===== src/rtl/alu_pkg.sv =====
// Shared ALU datapath definitions.
//   ALU_N / ALU_BLK : default operand width and bits resolved per pipeline stage
//   ALU_GRP         : width of one carry-lookahead group inside a slice
//   stage_ctl_t     : per-stage control record (valid bit, carry into the slice)
//   alu_stages()    : pipeline depth for a given width / slice size
package alu_pkg;

    localparam int unsigned ALU_N   = 32;
    localparam int unsigned ALU_BLK = 8;
    localparam int unsigned ALU_GRP = 4;

    typedef struct packed {
        logic valid;
        logic carry;
    } stage_ctl_t;

    function automatic int unsigned alu_stages(input int unsigned n, input int unsigned blk);
        return n / blk;
    endfunction

endpackage


===== src/rtl/cla_block.sv =====
// Combinational BLK-bit carry-lookahead adder slice built from 4-bit groups.
//   a_i, b_i : operand slices (b_i already conditioned for subtraction)
//   cin_i    : carry into the slice LSB
//   s_o      : sum slice
//   cout_o   : carry out of the slice MSB
//   cmsb_o   : carry into the slice MSB (signed overflow detection)
module cla_block
    import alu_pkg::*;
#(
    parameter int unsigned BLK = ALU_BLK
) (
    input  logic [BLK-1:0] a_i,
    input  logic [BLK-1:0] b_i,
    input  logic           cin_i,
    output logic [BLK-1:0] s_o,
    output logic           cout_o,
    output logic           cmsb_o
);

    localparam int unsigned NG = BLK / ALU_GRP;

    logic [BLK-1:0] p;
    logic [BLK-1:0] g;
    logic [NG-1:0]  gg;
    logic [NG-1:0]  pg;
    logic [NG:0]    cg;
    logic [BLK:0]   c;

    always_comb begin
        p  = a_i ^ b_i;
        g  = a_i & b_i;
        gg = '0;
        pg = '0;
        cg = '0;
        c  = '0;
        cg[0] = cin_i;
        for (int unsigned j = 0; j < NG; j++) begin
            // Group generate/propagate, then carries inside the group in
            // two-level form from the group carry-in.
            gg[j] = g[j*4+3]
                  | (p[j*4+3] & g[j*4+2])
                  | (p[j*4+3] & p[j*4+2] & g[j*4+1])
                  | (p[j*4+3] & p[j*4+2] & p[j*4+1] & g[j*4]);
            pg[j] = &p[j*4 +: 4];
            c[j*4]   = cg[j];
            c[j*4+1] = g[j*4] | (p[j*4] & cg[j]);
            c[j*4+2] = g[j*4+1] | (p[j*4+1] & g[j*4])
                     | (p[j*4+1] & p[j*4] & cg[j]);
            c[j*4+3] = g[j*4+2] | (p[j*4+2] & g[j*4+1])
                     | (p[j*4+2] & p[j*4+1] & g[j*4])
                     | (p[j*4+2] & p[j*4+1] & p[j*4] & cg[j]);
            cg[j+1]  = gg[j] | (pg[j] & cg[j]);
        end
        c[BLK] = cg[NG];
        s_o    = p ^ c[BLK-1:0];
        cout_o = c[BLK];
        cmsb_o = c[BLK-1];
    end

endmodule


===== src/rtl/cla_addsub_pipe.sv =====
// Pipelined carry-lookahead adder/subtractor, one BLK-bit slice per stage.
//   clk, rst            : clock, asynchronous active-high reset
//   in_valid / in_ready : operand handshake (in_ready = global advance)
//   a, b, sub, cin      : operands; sub=1 computes a-b with cin as borrow-in
//   out_valid/out_ready : result handshake
//   s, ovf, cout, zero  : registered result and flags
module cla_addsub_pipe
    import alu_pkg::*;
#(
    parameter int unsigned N   = ALU_N,
    parameter int unsigned BLK = ALU_BLK
) (
    input  logic         clk,
    input  logic         rst,
    input  logic         in_valid,
    output logic         in_ready,
    input  logic [N-1:0] a,
    input  logic [N-1:0] b,
    input  logic         sub,
    input  logic         cin,
    output logic         out_valid,
    input  logic         out_ready,
    output logic [N-1:0] s,
    output logic         ovf,
    output logic         cout,
    output logic         zero
);

    localparam int unsigned L = alu_stages(N, BLK);

    if (N == 0 || BLK == 0 || (N % BLK) != 0 || (BLK % ALU_GRP) != 0) begin : g_param_check
        $error("cla_addsub_pipe: N must be a multiple of BLK and BLK a multiple of 4");
    end

    // Full-width operand and sum fields per stage; slices already consumed or
    // not yet produced are simply never read and drop out in synthesis.
    typedef struct packed {
        logic [N-1:0] a;
        logic [N-1:0] b;
        logic [N-1:0] s;
        stage_ctl_t   ctl;
    } stage_t;

    stage_t         st_q [L];
    stage_t         st_d [L];
    logic [BLK-1:0] blk_s  [L];
    logic           blk_co [L];
    logic           blk_cm [L];

    logic           adv;
    logic [N-1:0]   fin_s;
    logic           vld_q;
    logic [N-1:0]   s_q;
    logic           ovf_q;
    logic           cout_q;
    logic           zero_q;

    assign adv      = !vld_q || out_ready;
    assign in_ready = adv;

    for (genvar k = 0; k < L; k++) begin : g_slice
        cla_block #(.BLK(BLK)) u_blk (
            .a_i    (st_q[k].a[k*BLK +: BLK]),
            .b_i    (st_q[k].b[k*BLK +: BLK]),
            .cin_i  (st_q[k].ctl.carry),
            .s_o    (blk_s[k]),
            .cout_o (blk_co[k]),
            .cmsb_o (blk_cm[k])
        );
    end

    always_comb begin
        // Subtraction folded in as a + ~b + ~borrow.
        st_d[0].a         = a;
        st_d[0].b         = sub ? ~b : b;
        st_d[0].s         = '0;
        st_d[0].ctl.carry = sub ^ cin;
        st_d[0].ctl.valid = in_valid;
        for (int unsigned k = 1; k < L; k++) begin
            st_d[k]                       = st_q[k-1];
            st_d[k].s[(k-1)*BLK +: BLK]   = blk_s[k-1];
            st_d[k].ctl.carry             = blk_co[k-1];
        end
        fin_s                     = st_q[L-1].s;
        fin_s[(L-1)*BLK +: BLK]   = blk_s[L-1];
    end

    always_ff @(posedge clk or posedge rst) begin
        if (rst) begin
            for (int unsigned k = 0; k < L; k++) begin
                st_q[k] <= '0;
            end
            vld_q  <= 1'b0;
            s_q    <= '0;
            ovf_q  <= 1'b0;
            cout_q <= 1'b0;
            zero_q <= 1'b0;
        end else if (adv) begin
            for (int unsigned k = 0; k < L; k++) begin
                st_q[k] <= st_d[k];
            end
            vld_q  <= st_q[L-1].ctl.valid;
            s_q    <= fin_s;
            ovf_q  <= blk_cm[L-1] ^ blk_co[L-1];
            cout_q <= blk_co[L-1];
            zero_q <= (fin_s == '0);
        end
    end

    assign out_valid = vld_q;
    assign s         = s_q;
    assign ovf       = ovf_q;
    assign cout      = cout_q;
    assign zero      = zero_q;

endmodule


===== config.mk =====
export PLATFORM = sky130hd
export DESIGN_NAME = cla_addsub_pipe
export DESIGN_NICKNAME = d
export VERILOG_FILES = /design/src/rtl/alu_pkg.sv /design/src/rtl/cla_block.sv /design/src/rtl/cla_addsub_pipe.sv
export SDC_FILE = /design/constraint.sdc
export NUM_CORES = 1
export LEC_CHECK = 0
export CAP_MARGIN = 20
export CELL_PAD_IN_SITES_DETAIL_PLACEMENT = 0
export CELL_PAD_IN_SITES_GLOBAL_PLACEMENT = 2
export CORE_MARGIN = 3
export CORE_UTILIZATION = 36
export CTS_CLUSTER_SIZE = 12
export DETAILED_ROUTE_END_ITERATION = 6
export PLACE_DENSITY_LB_ADDON = 0.1
export SETUP_SLACK_MARGIN = 0.05
export SLEW_MARGIN = 10
export SYNTH_ARGS = -nofsm -noshare
export SYNTH_HDL_FRONTEND = slang
export SYNTH_SLANG_ARGS = --single-unit

===== constraint.sdc =====
create_clock -name clk -period 11 [get_ports clk]
set_input_delay 2.2 -clock clk [delete_from_list [all_inputs] [get_ports clk]]
set_output_delay 2.2 -clock clk [all_outputs]
set_load 0.05 [all_outputs]

==> results_dict.tcl <==
set metrics [dict create \
    status "finished, final reports clean" \
    tightest_slew_ns 1.35 \
    numCtsBuffers 28 \
    syn_area_sq_um 10800 \
    fin_crit_ns 6.22 \
    path_cells "clkdlybuf4s50_1 -> nor2b_4 -> inv_6 -> clkdlybuf4s50_1" \
    wl_met1_mm 11.9 \
    peakVddDrop_v 0.000261 \
    slew_headroom_pct 10.3 \
    cts-resized-gates 0 \
    die_x_um 180 \
    p_leak_nw 6.43 \
    synth_fp_nets 1294 \
    cp-start-kind "primary input" \
    wire_per_inst_um 14.1 \
    firstDrtPassIters 4 \
    antenna_cells 0 \
    clock_skew_ns 0.0111 \
    route.met3.wl_um 805 \
    htreeDepth 1 \
    worstPathArrival_ns 4.02 \
    regArea_sq_um 6310 \
    synth_top_area_share_pct 58.2 \
    async_reset_ff_share_pct 100 \
    powerDensity_nw_per_um2 313 \
    clock_latency_ns 0.53 \
    dieArea_sq_um 32200 \
    placed_cells 1619 \
    coreArea_sq_um 29200 \
    syn_to_final_growth_pct 21.6 \
    seq_power_share_pct 38.9 \
    root_buffer "clkbuf_16" \
    synth-xor-area-share_pct 4.44 \
    yosys-top-cells-area "dfrtp_1 58%, nand2_1 20%, ha_1 3.7%, xnor2_1 3.2%, o21ai_0 2.6%" \
    synth-seq-cells 252 \
    final_antenna_net_count 0 \
    wl_met2_mm 10.3 \
    start_util_pct 37.2 \
    yosysWarnings 0 \
    drv_slew 0 \
    synth_compound_area_share_pct 5.92 \
    cts_sinks 252 \
    setup_tns_ns 0 \
    grt_usage_pct 14.6 \
    ctsHoldBuffers 0 \
    remaining_drc_errors 0 \
    critical_path.most_common_cell "clkdlybuf4s50_1" \
    synth_top_family_by_area "simple AND/OR/NAND/NOR gates" \
    dr.first_iter.drc_count 420 \
    layout.nets 1375 \
    criticalPathCategory "in2out" \
    cts_tree "done" \
    dr.max_layer_used "met4" \
    hold_path.class "reg2reg" \
    synth-edff-count 0 \
    setup_viol 0 \
    cap_violations 0 \
    post-route-period-util_pct 56.6 \
    cp_num_cells 4 \
    antenna_found_initial 0 \
    cts_setup_buffers 0 \
    crit_slowest_cell "clkdlybuf4s50_1" \
    crit_path_end_kind "primary output" \
    synth_top_cell_by_area "dfrtp_1" \
    synth_cell_types 39 \
    clockPowerShare_pct 23.4 \
    syn_inst 1184 \
    syn_area_per_cell_sq_um 9.15 \
    grt_max_degree 265 \
    pwr-share-comb_pct 37.7 \
    numPortBuffers 106 \
    r2r_cells 11 \
    grt_first_pass_wirelength_mm 39.6 \
    p_switching_mw 1.59 \
    hold_viol 0 \
    critPathMaxFanout 59 \
    gp_congestion 0.746 \
    avgViaCountPerCell 4.61 \
    die_h_um 180 \
    rsz0062_at_grt "no" \
    dpl.hpwl_mm 14.8 \
    grt_pass1_vias 7642 \
    synthAdderAreaFrac_pct 5.17 \
    nFillCells 3006 \
    drive_gt1_share_pct 4.74 \
    ys_seq_area_share_pct 58.2 \
    num_vias 7702 \
    switching_share_pct 38.6 \
    max_stage_delay_ns 0.89 \
    power.internal_mw 2.53 \
    max_freq_ghz 0.161 \
    final-instance-count-excl-fill 1671 \
    final_common_cell "nand2_1" \
    synthMuxAreaShare_pct 0.104 \
    crit_buf_inv 3 \
    cp.required_ns 8.80 \
    path_delay_family "buffers and inverters" \
    yosys.area_share.simple_pct 23.1 \
    final_cell_mix "589 x nand2_1, 252 x dfrtp_1, 105 x clkdlybuf4s50_1" \
    multiInputGateArea_sq_um 4210 \
    pin_count 107 \
    num_rows 62 \
    synth_ff_type "dfrtp_1" \
    whs_path_depth 2 \
    clock_path_buffers 3 \
    clk_pin_slew_worst_paths_ns 0.05 \
    gr-total-overflow 0 \
    wirelength_mm 23.5 \
]
==> per-stage QoR <==
stage	total power, mW	hold WS [ns]	worst slack [ns]	utilization [%]	instance area [sq um]
after floorplan	2.72	0.430	1.87	-	10800
after global placement	3.20	0.449	4.78	41.8	12200
after detailed placement	3.22	0.455	4.77	41.8	12200
after CTS	4.21	0.467	4.77	45.2	13200
after global routing	4.48	0.483	4.73	45.2	13200
final	4.13	0.460	4.78	45.2	13200
==> metal layers <==
layer,track usage [%],vias up
met5,0,-
met4,3.56,0
met3,1.90,35
met2,22.5,110
met1,21.8,3649
li1,-,3908
==> worst paths after layout <==
| path | start | end | slack [ns] |
|---|---|---|---|
| max | out_ready | in_ready | 4.78 |
| max in group asynchronous | rst | st_d[60] | 7.26 |
| min | s[8] | s[8] | 0.46 |
| min reg2reg | s[8] | s[8] | 0.46 |
| max reg2reg | st_q[58] | zero | 8.29 |
| min in group asynchronous | rst | s[6] | 2.23 |
==> synthesized netlist by cell type (all sizes together), types with 2 or more instances <==
cell type	n
nand2	589
dfrtp	252
o21ai	59
xnor2	39
clkbuf	37
nor2	33
ha	32
a21oi	25
buf	21
inv	21
xor2	16
nand2b	9
fa	8
a2111oi	7
nor4	6
a31oi	4
a21o	3
a22oi	3
nand4	2
nor3	2
==> final cells by class <==
| class | count | share of cell area (%) |
|---|---|---|
| clock buffers | 46 | 6.83 |
| inverters | 21 | 0.693 |
| clock inverters | 6 | 0.608 |
| well taps | 384 | 3.65 |
| repair buffers | 110 | 8.43 |
| multi-input cells | 852 | 31.9 |
| flip-flops and latches | 252 | 47.9 |
==> state kept, by name, summed over array words and instances (netlist names) <==
name / cells
out_valid: 1
zero: 1
fin_s: 24
ovf: 1
st_q: 21
st_d: 171
cout: 1
s: 32
==> tightest hold or removal path, delay by kind of cell (launching register included) <==
kind | cells | cell delay (ns)
DFF | 1 | 0.34
and+or+nand+nor | 2 | 0.09
==> cells by family (layout without fill, tap and decap cells) <==
| group | count (synthesis) | count (layout) |
|---|---|---|
| xor+xnor | 55 | 55 |
| mux | 1 | 1 |
| flops | 252 | 252 |
| buf+inv | 80 | 183 |
| simple gates | 647 | 647 |
| compound gates | 109 | 109 |
| fa+ha+maj | 40 | 40 |
==> power by group through the flow <==
stage | Clock (mW) | Sequential [mW] | Combinational (mW)
final | 0.968 | 1.61 | 1.56
after global routing | 1.04 | 1.67 | 1.77
after CTS | 1.00 | 1.62 | 1.59
after detailed placement | 0 | 1.63 | 1.59
after global placement | 0 | 1.63 | 1.57
after floorplan | 0 | 1.76 | 0.955
(Power assumes the default switching activity.)
==> edit 1, RTL diff (config.mk and constraints unchanged) <==
Set the package constant `ALU_N` to 64 (it was 32).
--- a/src/rtl/alu_pkg.sv
+++ b/src/rtl/alu_pkg.sv
@@ -7,3 +7,3 @@
 
-    localparam int unsigned ALU_N   = 32;
+    localparam int unsigned ALU_N   = 64;
     localparam int unsigned ALU_BLK = 8;
Interface: changed (resized a, b and s); port bits go from 107 to 203. No check against the original RTL was run, so the function may have changed too.
==> edit 1 against the unedited design <==
Sequential cell count up 632. Total power grew to 3.1 times the old value. Die area rose to 3.2 times the old value. Critical path depth grew 1. Worst setup slack worse by 0.68 ns. Wire length increased to 3.6 times the old value. Cell count increased to 3.3 times the old value. Synthesized area increased to 3.3 times the old value. Clock power rose to 3.5 times the old value. Design area rose to 3.2 times the old value. Largest cell class unchanged. Largest power group unchanged.
==> edit 1: results (changes against the unedited design) <==
\begin{tabular}{lr}
\hline
Metric & Value \\
\hline
\multicolumn{2}{l}{\textbf{Route}} \\
Routed via count & 24700 (+220\%) \\
Initial DRC count & 1829 (+340\%) \\
Sum of met2 wire segment lengths after detailed routing & 37100 µm (+260\%) \\
Met1 Routed Length & 42100 µm (+250\%) \\
Top metal layer carrying routed signals & met5 \\
Drt via density & 4.53 (-1.7\%) \\
Met3 WL & 2800 µm (+250\%) \\
\multicolumn{2}{l}{\textbf{GRT}} \\
Global routing usage on met2 & 0.254 (+0.0291) \\
First-pass GRT wire length & 138000 µm (+250\%) \\
Maximum number of pins on one net before global-route repair & 195 (-26\%) \\
Initial antenna violation count & 1 (+1) \\
Met3 track demand over resource in global routing & 0.0259 (+0.00689) \\
Met1 demand-to-capacity share in global routing & 0.243 (+0.0251) \\
Total global-route track usage & 0.165 (+0.0195) \\
\multicolumn{2}{l}{\textbf{Synth}} \\
Synth area leaders & sky130\_fd\_sc\_hd\_\_dfrtp\_1 62\%, sky130\_fd\_sc\_hd\_\_nand2\_1 24\%, sky130\_fd\_sc\_hd\_\_ha\_1 2.2\%, sky130\_fd\_sc\_hd\_\_xnor2\_1 1.9\%, sky130\_fd\_sc\_hd\_\_o21ai\_0 1.6\% \\
Sequential-to-total area share from yosys stat & 0.617 (+0.0348) \\
Xor and xnor fraction of the mapped netlist area & 0.0271 (-0.0173) \\
Top post-synthesis cells by count & 2322 x sky130\_fd\_sc\_hd\_\_nand2\_1, 884 x sky130\_fd\_sc\_hd\_\_dfrtp\_1, 113 x sky130\_fd\_sc\_hd\_\_o21ai\_0 \\
Count of distinct cell types in the synthesized netlist & 34 (-13\%) \\
\multicolumn{2}{l}{\textbf{Pwr}} \\
Worst-case vdd ir drop & 0.183 mV (-30\%) \\
Standby leakage power & 21.5 nW (+230\%) \\
Fraction of power spent switching nets & 0.370 (-0.0164) \\
\multicolumn{2}{l}{\textbf{Status}} \\
Outcome & finished clean \\
\multicolumn{2}{l}{\textbf{Clocking}} \\
Inserted Clock Buffers & 101 (+260\%) \\
Clock latency on the worst-skew pair & 0.66 ns (+0.13 ns) \\
Count of H-tree levels built during CTS & 3 (+2) \\
\multicolumn{2}{l}{\textbf{STA}} \\
Post-Route Skew & 0.0207 ns (+0.00965 ns) \\
Worst Max-Slew Pin Slew & 0.969 ns (-0.377 ns) \\
Fin crit share & 0.628 (+0.0619) \\
\multicolumn{2}{l}{\textbf{Worst setup path}} \\
Worst R2R Setup Slack & 6.53 ns (-1.76 ns) \\
Delay of the slowest cell on the worst path & 0.81 ns (-0.08 ns) \\
Reg2Reg Capture Point & st\_q[582] \\
Worst-path maximum fanout & 184 (+210\%) \\
Startpoint of the worst-slack reg-to-reg timing path & out\_valid \\
\multicolumn{2}{l}{\textbf{Cells and area}} \\
Layout cells sized above 1 & 0.0451 (-0.00226) \\
\multicolumn{2}{l}{\textbf{Placed design}} \\
Number of placed instances with taps included & 5274 (+230\%) \\
\hline
\end{tabular}
edit 1: changes by cell type after synthesis, moves of 23 or more:
cell / delta
sky130_fd_sc_hd__xnor2_1: +40
sky130_fd_sc_hd__nand2_1: +1733
sky130_fd_sc_hd__buf_4: +63
sky130_fd_sc_hd__nor4_1: +23
sky130_fd_sc_hd__clkbuf_1: +41
sky130_fd_sc_hd__a21oi_1: +30
sky130_fd_sc_hd__dfrtp_1: +632
sky130_fd_sc_hd__buf_2: +41
sky130_fd_sc_hd__o21ai_0: +56
sky130_fd_sc_hd__ha_1: +32
sky130_fd_sc_hd__nor2_1: +25
edit 1: worst min-delay path by stage:
stage	from	endpoint	slack [ns]	cells after the start
final	st_d[1269]	st_d[1075]	0.46	2
after global routing	st_d[878]	st_d[878]	0.48	2
after CTS	st_d[699]	st_d[505]	0.46	2
after detailed placement	st_q[1]	st_q[1]	0.45	2
after global placement	st_q[1]	st_q[1]	0.45	2
after floorplan	st_q[1]	st_q[1]	0.43	2
edit 1: power groups by stage:
| stage | logic (mW) | clock network, mW | registers, mW |
|---|---|---|---|
| after floorplan | 2.64 | 0 | 5.79 |
| final | 3.98 | 3.35 | 5.64 |
| after detailed placement | 4.10 | 0 | 5.72 |
| after CTS | 4.11 | 3.47 | 5.67 |
| after global placement | 4.04 | 0 | 5.72 |
| after global routing | 4.63 | 3.61 | 5.84 |
edit 1: cell type report:
| type | count | area (µm²) |
|---|---|---|
| diodes | 1 | 2.50 |
| clock buffers | 160 | 3090 |
| clock inverters | 17 | 236 |
| fillers | 10100 | 56500 |
| inverters | 41 | 165 |
| multi-input cells | 2834 | 12500 |
| flip-flops and latches | 884 | 22100 |
| well taps | 1287 | 1610 |
| repair buffers | 229 | 2340 |
==> edit 2, RTL diff (same flow settings) <==
Made on the original files. Register the output `ovf` once more; this adds one clock of latency there. The other outputs are not delayed to match. Comments in the files are not updated.
--- a/src/rtl/cla_addsub_pipe.sv
+++ b/src/rtl/cla_addsub_pipe.sv
@@ -111,3 +111,5 @@
     assign s         = s_q;
-    assign ovf       = ovf_q;
+    always_ff @(posedge clk) begin
+        ovf <= ovf_q;
+    end
     assign cout      = cout_q;
Function: changed (a bounded check fails within 10 cycles, from zero or initial values and one cycle with rst high).
==> edit 2 against the unedited design <==
Sequential cell count rose by 1. Design area fell by 0.70%. Wire length fell by 0.82%. Sequential share of layout area rose by 0.49 points. Core utilization fell by 0.44 points. Synthesized area rose by 0.18%. Total power fell by 2.0%. Maximum frequency rose by 1.2%. Worst setup slack improved by 0.074 ns. Cell count barely moved. Critical endpoint unchanged.
==> edit 2: results (changes against the unedited design) <==
\begin{tabular}{lr}
\hline
Metric & Value \\
\hline
\multicolumn{2}{l}{\textbf{Cells and area}} \\
Number of diodes & 0 (unchanged) \\
Layout cells sized above 1 & 0.0411 (-0.00625) \\
Filler Cell Count & 3005 (-0.033\%) \\
\# nets final & 1377 (+0.15\%) \\
\multicolumn{2}{l}{\textbf{Placed design}} \\
Number of placed instances with taps included & 1620 (+0.062\%) \\
Worst slack, placed & 4.85 ns (+0.0828 ns) \\
HPWL after detailed placement & 14700 µm (-0.54\%) \\
Cell area after placement & 0.0122 mm² (+0.16\%) \\
Weighted congestion reported at the end of routability-driven placement & 0.778 (+4.3\%) \\
\multicolumn{2}{l}{\textbf{Synth}} \\
Synthesized Nets & 1295 (+0.077\%) \\
Sequential-to-total area share from yosys stat & 0.583 (+0.000771) \\
Synthesized instance count & 1185 (+0.084\%) \\
Synth area leaders & sky130\_fd\_sc\_hd\_\_dfrtp\_1 58\%, sky130\_fd\_sc\_hd\_\_nand2\_1 20\%, sky130\_fd\_sc\_hd\_\_ha\_1 3.7\%, sky130\_fd\_sc\_hd\_\_xnor2\_1 3.1\%, sky130\_fd\_sc\_hd\_\_o21ai\_0 2.6\% \\
Async S/R FF share, synth & 0.996 (-0.00395) \\
Count of distinct cell types in the synthesized netlist & 40 (+2.6\%) \\
\multicolumn{2}{l}{\textbf{Worst setup path}} \\
Worst endpoint data arrival time & 3.95 ns (-0.07 ns) \\
Worst-path maximum fanout & 46 (-22\%) \\
Delay of the slowest cell on the worst path & between 0.8 and 0.9 ns \\
\multicolumn{2}{l}{\textbf{Hold path}} \\
Path type of the worst min-delay path & flip-flop to flip-flop \\
Hold depth & 0 (-2) \\
\multicolumn{2}{l}{\textbf{GRT}} \\
First-pass GRT wire length & 39900 µm (+0.59\%) \\
Via count of the first global-routing pass & 7685 (+0.56\%) \\
Total global-route track usage & 0.147 (+0.00106) \\
\multicolumn{2}{l}{\textbf{STA}} \\
Post-Route Skew & 0.0130 ns (+0.00190 ns) \\
Slew headroom & 0.252 (+0.149) \\
\multicolumn{2}{l}{\textbf{Route}} \\
Routed wire length & 23300 µm (-0.82\%) \\
Length of the first detailed-routing pass in iterations & 7 (+3) \\
Routed via count & 7616 (-1.1\%) \\
Drt via density & 4.56 (-1.2\%) \\
Initial DRC count & 513 (+22\%) \\
\multicolumn{2}{l}{\textbf{Clocking}} \\
Clock transition at the registers of the reported paths & 0.06 ns \\
Inserted Clock Buffers & 29 (+3.6\%) \\
\multicolumn{2}{l}{\textbf{Pwr}} \\
Worst-case vdd ir drop & 0.266 mV (+1.8\%) \\
Standby leakage power & 6.38 nW (-0.83\%) \\
\multicolumn{2}{l}{\textbf{Status}} \\
Outcome & finished clean \\
\hline
\end{tabular}
edit 2: worst max-delay path, delay by kind of cell:
family	cells	cell delay, ns
buffers and inverters	3	1.64
and+or+nand+nor	1	0.07
edit 2: report_power, final:
group | switching (mW) | internal (mW) | leakage [nW]
Clock | 0.362 | 0.519 | 0.425
Combinational | 0.964 | 0.592 | 2.90
Sequential | 0.263 | 1.35 | 3.05
Total | 1.59 | 2.46 | 6.38
edit 2: final cells by class:
cell class | count | share of cell area
clock buffer | 48 | 0.0648
timing repair buffer | 110 | 0.0849
inverter | 21 | 0.00698
multi-input combinational | 852 | 0.321
clock inverter | 4 | 0.00153
tap | 384 | 0.0367
sequential | 253 | 0.484
edit 2: worst paths after layout:
kind / startpoint / endpoint / slack, ns
worst min register to register: ovf_q / ovf / 0.42
worst max-delay path: out_ready / in_ready / 4.85
max in group asynchronous: rst / st_d[257] / 7.24
min in group asynchronous: rst / s[4] / 2.21
worst min-delay path: ovf_q / ovf / 0.42
worst max register to register: st_q[58] / zero / 8.22
edit 2: layer usage:
metal | vias up | GRT usage | part of all wire
met2 | 111 | 0.233 | 0.45
met3 | 36 | 0.0228 | 0.033
met4 | 0 | 0.0353 | 0.022
met5 | - | 0 | 0
met1 | 3570 | 0.212 | 0.50
li1 | 3899 | - | -
edit 2: kinds of logic (layout without fill, tap and decap cells):
group | Yosys count | after routing | share of synthesized area
XOR/XNOR | 55 | 55 | 0.0444
AO/OA/AOI/OAI | 109 | 109 | 0.0591
multiplexers | 1 | 1 | 0.00104
flip-flops | 253 | 253 | 0.583
AND/OR/NAND/NOR | 647 | 647 | 0.230
adder cells (fa/ha/maj) | 40 | 40 | 0.0516
buffers and inverters | 80 | 183 | 0.0308
